`src/rtl/baud_frac_gen.sv`:
```
// Fractional-N baud tick generator: emits an oversample tick every div + frac/2^FRAC_W cycles
// and a bit tick every OVS oversample ticks, with a runtime-reloadable divisor and phase sync.
module baud_frac_gen #(
   parameter int unsigned CNT_W     = 16,
   parameter int unsigned FRAC_W    = 4,
   parameter int unsigned OVS       = 16,
   parameter int unsigned DIV_INIT  = 2604,
   parameter int unsigned FRAC_INIT = 3
) (
   input  logic                    sys_clk,
   input  logic                    sys_rst_n,
   input  logic                    en,
   input  logic                    sync,
   input  logic [CNT_W-1:0]        cfg_div,
   input  logic [FRAC_W-1:0]       cfg_frac,
   input  logic                    cfg_valid,
   output logic                    cfg_ready,
   output logic                    ovs_tick,
   output logic                    bit_tick,
   output logic [$clog2(OVS)-1:0]  ovs_phase
);

   localparam int unsigned PH_W = $clog2(OVS);

   localparam logic [CNT_W-1:0]  DivInit  = CNT_W'(DIV_INIT);
   localparam logic [FRAC_W-1:0] FracInit = FRAC_W'(FRAC_INIT);
   localparam logic [CNT_W-1:0]  DivMin   = CNT_W'(2);
   localparam logic [PH_W-1:0]   PhLast   = PH_W'(OVS - 1);

   logic [CNT_W-1:0]  cnt_q, cnt_d;
   logic [FRAC_W-1:0] acc_q, acc_d;
   logic [CNT_W-1:0]  div_a_q, div_a_d, div_s_q, div_s_d;
   logic [FRAC_W-1:0] frac_a_q, frac_a_d, frac_s_q, frac_s_d;
   logic              pend_q, pend_d;
   logic [PH_W-1:0]   phase_q, phase_d;
   logic              ovs_tick_q, ovs_tick_d;
   logic              bit_tick_q, bit_tick_d;
   logic              cfg_ready_q, cfg_ready_d;

   logic              boundary, apply, xfer, carry;
   logic [FRAC_W-1:0] acc_sum;

   always_comb begin
      cnt_d      = cnt_q;
      acc_d      = acc_q;
      div_a_d    = div_a_q;
      frac_a_d   = frac_a_q;
      div_s_d    = div_s_q;
      frac_s_d   = frac_s_q;
      pend_d     = pend_q;
      phase_d    = phase_q;
      ovs_tick_d = 1'b0;
      bit_tick_d = 1'b0;

      boundary         = en && !sync && (cnt_q == '0);
      // cfg_ready mirrors !pend, so a transfer and an apply can never share an edge
      apply            = pend_q && (sync || !en || boundary);
      xfer             = cfg_valid && cfg_ready_q;
      {carry, acc_sum} = {1'b0, acc_q} + {1'b0, frac_a_q};

      if (sync) begin
         cnt_d   = div_a_q - 1'b1;
         acc_d   = '0;
         phase_d = '0;
      end else if (en) begin
         if (boundary) begin
            ovs_tick_d = 1'b1;
            acc_d      = acc_sum;
            cnt_d      = div_a_q - 1'b1 + CNT_W'(carry);
            if (phase_q == PhLast) begin
               phase_d    = '0;
               bit_tick_d = 1'b1;
            end else begin
               phase_d = phase_q + 1'b1;
            end
         end else begin
            cnt_d = cnt_q - 1'b1;
         end
      end

      if (apply) begin
         div_a_d  = div_s_q;
         frac_a_d = frac_s_q;
         acc_d    = '0;
         cnt_d    = div_s_q - 1'b1;
         pend_d   = 1'b0;
      end

      if (xfer) begin
         div_s_d  = (cfg_div < DivMin) ? DivMin : cfg_div;
         frac_s_d = cfg_frac;
         pend_d   = 1'b1;
      end

      cfg_ready_d = !pend_d;
   end

   always_ff @(posedge sys_clk) begin
      if (!sys_rst_n) begin
         cnt_q       <= DivInit - 1'b1;
         acc_q       <= '0;
         div_a_q     <= DivInit;
         frac_a_q    <= FracInit;
         div_s_q     <= DivInit;
         frac_s_q    <= FracInit;
         pend_q      <= 1'b0;
         phase_q     <= '0;
         ovs_tick_q  <= 1'b0;
         bit_tick_q  <= 1'b0;
         cfg_ready_q <= 1'b0;
      end else begin
         cnt_q       <= cnt_d;
         acc_q       <= acc_d;
         div_a_q     <= div_a_d;
         frac_a_q    <= frac_a_d;
         div_s_q     <= div_s_d;
         frac_s_q    <= frac_s_d;
         pend_q      <= pend_d;
         phase_q     <= phase_d;
         ovs_tick_q  <= ovs_tick_d;
         bit_tick_q  <= bit_tick_d;
         cfg_ready_q <= cfg_ready_d;
      end
   end

   assign cfg_ready = cfg_ready_q;
   assign ovs_tick  = ovs_tick_q;
   assign bit_tick  = bit_tick_q;
   assign ovs_phase = phase_q;

endmodule

```
`config.mk`:
```
export PLATFORM = sky130hd
export DESIGN_NAME = baud_frac_gen
export DESIGN_NICKNAME = d
export VERILOG_FILES = /design/src/rtl/baud_frac_gen.sv
export SDC_FILE = /design/constraint.sdc
export NUM_CORES = 1
export LEC_CHECK = 0
export BUFFER_PORTS_ARGS = -buffer_cell sky130_fd_sc_hd__buf_2
export CAP_MARGIN = 20
export CORE_MARGIN = 1.5
export CORE_UTILIZATION = 65
export CTS_BUF_LIST = sky130_fd_sc_hd__clkbuf_2
export CTS_CLUSTER_DIAMETER = 200
export DETAILED_ROUTE_END_ITERATION = 7
export HOLD_SLACK_MARGIN = 0.03
export PLACE_DENSITY_LB_ADDON = 0.25
export SLEW_MARGIN = 10
export SYNTH_ARGS = -nofsm -noshare
export SYNTH_HDL_FRONTEND = slang
export SYNTH_SLANG_ARGS = --single-unit
```
`constraint.sdc`:
```
create_clock -name sys_clk -period 8.15 [get_ports sys_clk]
set_clock_uncertainty 0.2 [all_clocks]
set_input_delay 0.4075 -clock sys_clk [delete_from_list [all_inputs] [get_ports sys_clk]]
set_output_delay 0.4075 -clock sys_clk [all_outputs]
set_load 0.05 [all_outputs]
```
# Word level (Yosys, flattened, before mapping)

Cells that the tools add are included.
Widths: inputs -> output; s select.

$add $sub $neg: 6
Multipliers: 0
Div/mod/pow operators: 0
Magnitude comparators: 1
Eq/ne operators: 1
Shift operators: 0
Multiplexer cells: 10
Bitwise logic cells: 3
Reduce and logical (&&, ||, !) cells: 16

Operator list:

| operator              | count |
|---|---|
| $mux 16               | 5 |
| $sub 16x1->16 const B | 3 |
| $add 16x1->16         | 1 |
| $logic_not 16->1      | 1 |
| $lt 16x2->1 const B   | 1 |
| $reduce_or 3->1       | 2 |
| $add 4x4->5           | 1 |
| $add 4x1->4 const B   | 1 |
| $eq 4x4->1 const B    | 1 |
| $logic_and 1x1->1     | 4 |
| $mux 1                | 4 |
| $mux 4                | 1 |
| $reduce_or 4->1       | 1 |
| $logic_not 1->1       | 3 |
| $not 1->1             | 3 |
| $reduce_bool 3->1     | 1 |
| $logic_or 1x1->1      | 2 |
| $reduce_and 2->1      | 1 |
| $reduce_or 2->1       | 1 |

Bits in registers: 68
Latch bits: 0
RAM bits: 0
Memory bits (read-only): 0
Logic and storage cells: 48
Memories kept: 0

# Depth between registers and ports, before layout

Depth after elaboration: 8
Mapped depth: 15
Gate-level depth less buffers: 15

# Worst setup path before layout

Ideal clock, no wire load.

Kind: reg-to-reg
Start point: register acc_q[0]
End point: register cnt_q[12]
Arrival: 2684 ps
Slack: 5137 ps
Stages on the path, launching flop included: 16
Clock period less this slack: 3013 ps
Cell sequence: dfxtp_1 > ha_1 > inv_1 > fa_1 > nor2b_1 > o21ai_0 > nand2b_1 > ha_1 > ha_1 > inv_1 > a211o_1 > nor2_4 > nand3_4 > or4_1 > a31oi_1 > a21oi_1

Word-level cells in the longest chain between the ends: 6

Ends and longest elaborated chain:

| item                   | line | source |
|---|---|---|
| start, declared        | 31   | `logic [FRAC_W-1:0] acc_q, acc_d;` |
| start signal, assigned | 101  | `acc_q <= '0;` |
| start signal, assigned | 113  | `acc_q <= acc_d;` |
| $add 4x4->5            | 59   | `{carry, acc_sum} = {1'b0, acc_q} + {1'b0, frac_a_q};` |
| $add 16x1->16          | 69   | `cnt_d = div_a_q - 1'b1 + CNT_W'(carry);` |
| $mux 16                | 66   | `if (boundary) begin` |
| $mux 16                | 65   | `end else if (en) begin` |
| $mux 16                | 61   | `if (sync) begin` |
| $mux 16                | 81   | `if (apply) begin` |
| end signal, assigned   | 100  | `cnt_q <= DivInit - 1'b1;` |
| end signal, assigned   | 112  | `cnt_q <= cnt_d;` |
| end, declared          | 30   | `logic [CNT_W-1:0] cnt_q, cnt_d;` |

No other way between the ends. The select of a mux whose other input is x is not followed.
A chain may end at the register's enable or synchronous reset.

# Worst setup path in the final report

Start point: register cnt_q[0]
End point: register cnt_q[3]

Word-level cells in the longest chain between the ends: 6
Elaborated cells on any way between the ends: 10
Classes of those cells: 1 x add/sub; 4 x mux; 5 x reduce/logical

Ends and longest elaborated chain:

| item |
|---|
| branches (longest 6 deep; another with $sub 16x1->16) |

Several ways; the timed one is not identified. The select of a mux whose other input is x is not followed.

==> summary.md <==
| Metric | Value |
|---|---|
| Hold Crit Class | in2reg |
| HPWL after DPL | 7812 um |
| Clk Latency, worst-skew pair | 0.51 ns |
| Slowest stage cell, crit path | and2_1 |
| Main flop type after synthesis | dfxtp_1 |
| Final wirelength | 11,800 um |
| Failing checks | design-rule violations |
| Gpl congestion | 0.9341 |
| Antenna Nets Post-Route | 0 |
| Unrepaired setup endpoints after global routing | false |
| Sequential area share after synthesis | 0.3074 |
| Rows | 29 |
| R2R depth | 9 |
| Met1 usage | 0.4472 |
| CP peak stage delay | 0.83 ns |
| Most frequent cells in the layout | 117 x nand2_1, 68 x dfxtp_1, 61 x a21oi_1, 34 x nor2_1, 31 x buf_2 |
| Die Span X | 85.54 um |
| Busiest grt layer | met2 |
| Inserted Diodes | 0 |
| Final setup fails | 0 |
| Post-CTS Hold Buffers | 20 |
| # Max-Cap Violations | 0 |
| Wire length per cell | 17.28 um |
| Initial antenna violation count | 0 |
| Crit-path max FO | 28 |
| Crit. Startpoint | cnt_q[0]$_SDFFE_PN1P_ |
| Worst Setup Start Kind | flop |
| Library cells used by synthesis | 72 |
| Worst setup EP type | flop |
| Clock sinks | 68 |
| Outcome | complete, but fails checks |
| PD cells | 139.9 mW/mm2 |
| Slew headroom | 0.3205 |
| Hold Violations, Final | 0 |
| Clock Pin Slew Worst Setup and Hold Paths | 0.22 ns |
| Worst Tran Pin Value | 1.019 ns |
| Maximum VDD drop | 0.1358 mV |
| Top Ports | 32 |
| Layout cells sized above 1 | 0.1221 |
| GR Layer Usage met2 | 0.5376 |
| Pin count of the biggest net entering global routing | 36 |
| GRT overflow | 0 |
| I/O Buffers | 31 |
| RR Endpoint | cnt_q[3]$_SDFFE_PN1P_ |
| Synth area leaders | dfxtp_1 31%, nand2_1 9.9%, a21oi_1 6.9% |
| Vias | 4,316 |
| CTS tree | done |
| Synth Cell Area | 0.004428 mm2 |
| Drt initial violations | 384 |
| Synth-to-layout area growth | 8.110% |
| Vias per inst | 6.319 |
| Fmax | 289.7 MHz |
| Syn Nets | 610 |
| Gr usage total | 0.3329 |
| H-tree depth | 3 |
| Post-route DRC | 1 |
| Global-route wire length before repair | 19,440 um |
| Worst r2r src | cnt_q[0]$_SDFFE_PN1P_ |
| Nets | 637 |
| DR pass1 iterations | 7 |
| Critical Path, Cell by Cell | inv_1, ha_1, or4b_2, nor3_2, and2_1, o21ai_0, a21oi_1, o21ai_0, a221o_1 |
| Reg-to-reg slack, setup | 4.70 ns |
| Final period util | 0.4236 |
| Setup Fix Bufs, Post-CTS | 0 |
| EDFF count, synth | 0 |
| Asr flop ratio synth | 0 |
| CTS buffer count | 9 |
| Final Critical Period | 3.452 ns |
| Post-synth top area share | 0.3074 |
| Post_cts resized | 0 |
| GR Layer Usage met3 | 0.06737 |
| Yosys reg bits | 68 |
| Core Util, Final | 0.7412 |
| DIE HEIGHT | 85.54 um |
| Static Leakage | 0.001717 uW |
| Core Box Area | 0.006459 mm2 |
| Die footprint | 0.007316 mm2 |
| Worst EP required | 8.38 ns |
| Crit path capture | cnt_q[3]$_SDFFE_PN1P_ |
| Max-slew violation count | 0 |
| Most common cell after layout, fill and taps aside | nand2_1 |
| Clock Root Buffer | clkbuf_2 |
| Syn avg cell area | 7.714 um2 |
| Cell taking the most area after synthesis | dfxtp_1 |
| FILL cells | 505 |
| Setup TNS | 0 ns |
| CP most frequent cell | o21ai_0 |
| WS Path Type | reg2reg |
| Critical Path AT | 3.69 ns |
| Cells after synthesis | 574 |
| Clock Path Buffers | 2 |
| Initial core utilization | 0.6856 |
| Vias in the first global route | 4,113 |
| Synth Warn # | 0 |
==> metrics by stage <==
step	hold WS, ns	power, uW	area [um2]	cells	setup slack, ns
2_1_floorplan	0.2321	431.0	4428	574	5.137
5_1_grt	0.1572	697.2	4787	683	4.503
3_5_place_dp	0.2530	454.3	4467	647	4.774
3_3_place_gp	0.2449	451.9	4467	647	4.860
4_1_cts	0.1455	668.0	4787	683	4.734
6_report	0.1841	669.7	4787	683	4.698
==> worst max-delay path: cells and delay by family, from the launching register on <==
family | cells | cell delay (ns)
and+or+nand+nor | 3 | 1.72
AOI/OAI and AO/OA | 4 | 0.81
DFF | 1 | 0.39
adders and majority gates | 1 | 0.19
buffers and inverters | 1 | 0.07
==> final cells by class <==
class / count / area, um2 / area share
clock inverters: 7 / 75.07 / 0.01568
flip-flops and latches: 68 / 1361 / 0.2844
inverters: 15 / 56.30 / 0.01176
well taps: 77 / 96.34 / 0.02013
repair buffers: 54 / 377.9 / 0.07893
clock buffers: 9 / 45.04 / 0.009409
multi-input cells: 453 / 2775 / 0.5797
==> registers in the layout, summed over array words and instances, names as in the netlist <==
| name | count |
|---|---|
| frac_s_q | 4 |
| acc_q | 4 |
| cnt_q | 16 |
| ovs_tick | 1 |
| div_s_q | 16 |
| bit_tick | 1 |
| ovs_phase | 4 |
| pend_q | 1 |
| div_a_q | 16 |
| cfg_ready | 1 |
| frac_a_q | 4 |
==> cells by family (layout without fill, tap and decap cells) <==
logic type | after synthesis | after routing | synth area share
AOI/OAI and AO/OA | 141 | 141 | 0.1984
xor gates and xnor gates | 43 | 43 | 0.08929
adders and majority gates | 11 | 11 | 0.03278
buffers and inverters | 53 | 85 | 0.06781
DFF | 68 | 68 | 0.3074
muxes | 2 | 2 | 0.004804
and+or+nand+nor | 256 | 256 | 0.2995
==> worst min path at each step <==
| stage | startpoint | end | slack, ns | cells after the start |
|---|---|---|---|---|
| final | sys_rst_n | cnt_q[0]$_SDFFE_PN1P_ | 0.18 | 2 |
| after global routing | sys_rst_n | div_s_q[3]$_SDFFE_PN1P_ | 0.16 | 2 |
| after CTS | sys_rst_n | div_s_q[3]$_SDFFE_PN1P_ | 0.15 | 2 |
| after detailed placement | frac_s_q[3]$_SDFFE_PN0P_ | frac_a_q[3]$_SDFFE_PN0P_ | 0.25 | 2 |
| after global placement | frac_s_q[3]$_SDFFE_PN0P_ | frac_a_q[3]$_SDFFE_PN0P_ | 0.24 | 2 |
| after floorplan | frac_s_q[2]$_SDFFE_PN0P_ | frac_a_q[2]$_SDFFE_PN0P_ | 0.23 | 2 |
==> power by group <==
| group | internal [uW] | switching (uW) |
|---|---|---|
| clock network | 72.8 | 137 |
| registers | 346 | 19.7 |
| logic | 38.8 | 54.6 |
==> synth_stat cells, drive strengths merged, types with 3 or more instances <==
cell type / number
o211ai: 6
or3: 8
a31oi: 6
nor2: 35
buf: 18
nor3b: 4
inv: 14
nand2: 117
a22oi: 3
dfxtp: 68
a221oi: 3
and2: 6
a21oi: 61
xnor2: 25
clkbuf: 18
nor3: 18
ha: 10
nor4: 16
nand3: 23
or4: 10
xor2: 18
a211oi: 3
o221ai: 4
a311oi: 4
o31ai: 9
a21o: 3
o21ai: 24
==> routing by layer <==
metal | part of all wire | vias up
li1 | - | 2101
met1 | 0.44 | 1984
met2 | 0.46 | 214
met3 | 0.083 | 17
met4 | 0.013 | 0
met5 | 0 | -
No activity file was read; power rests on OpenSTA's default activity.
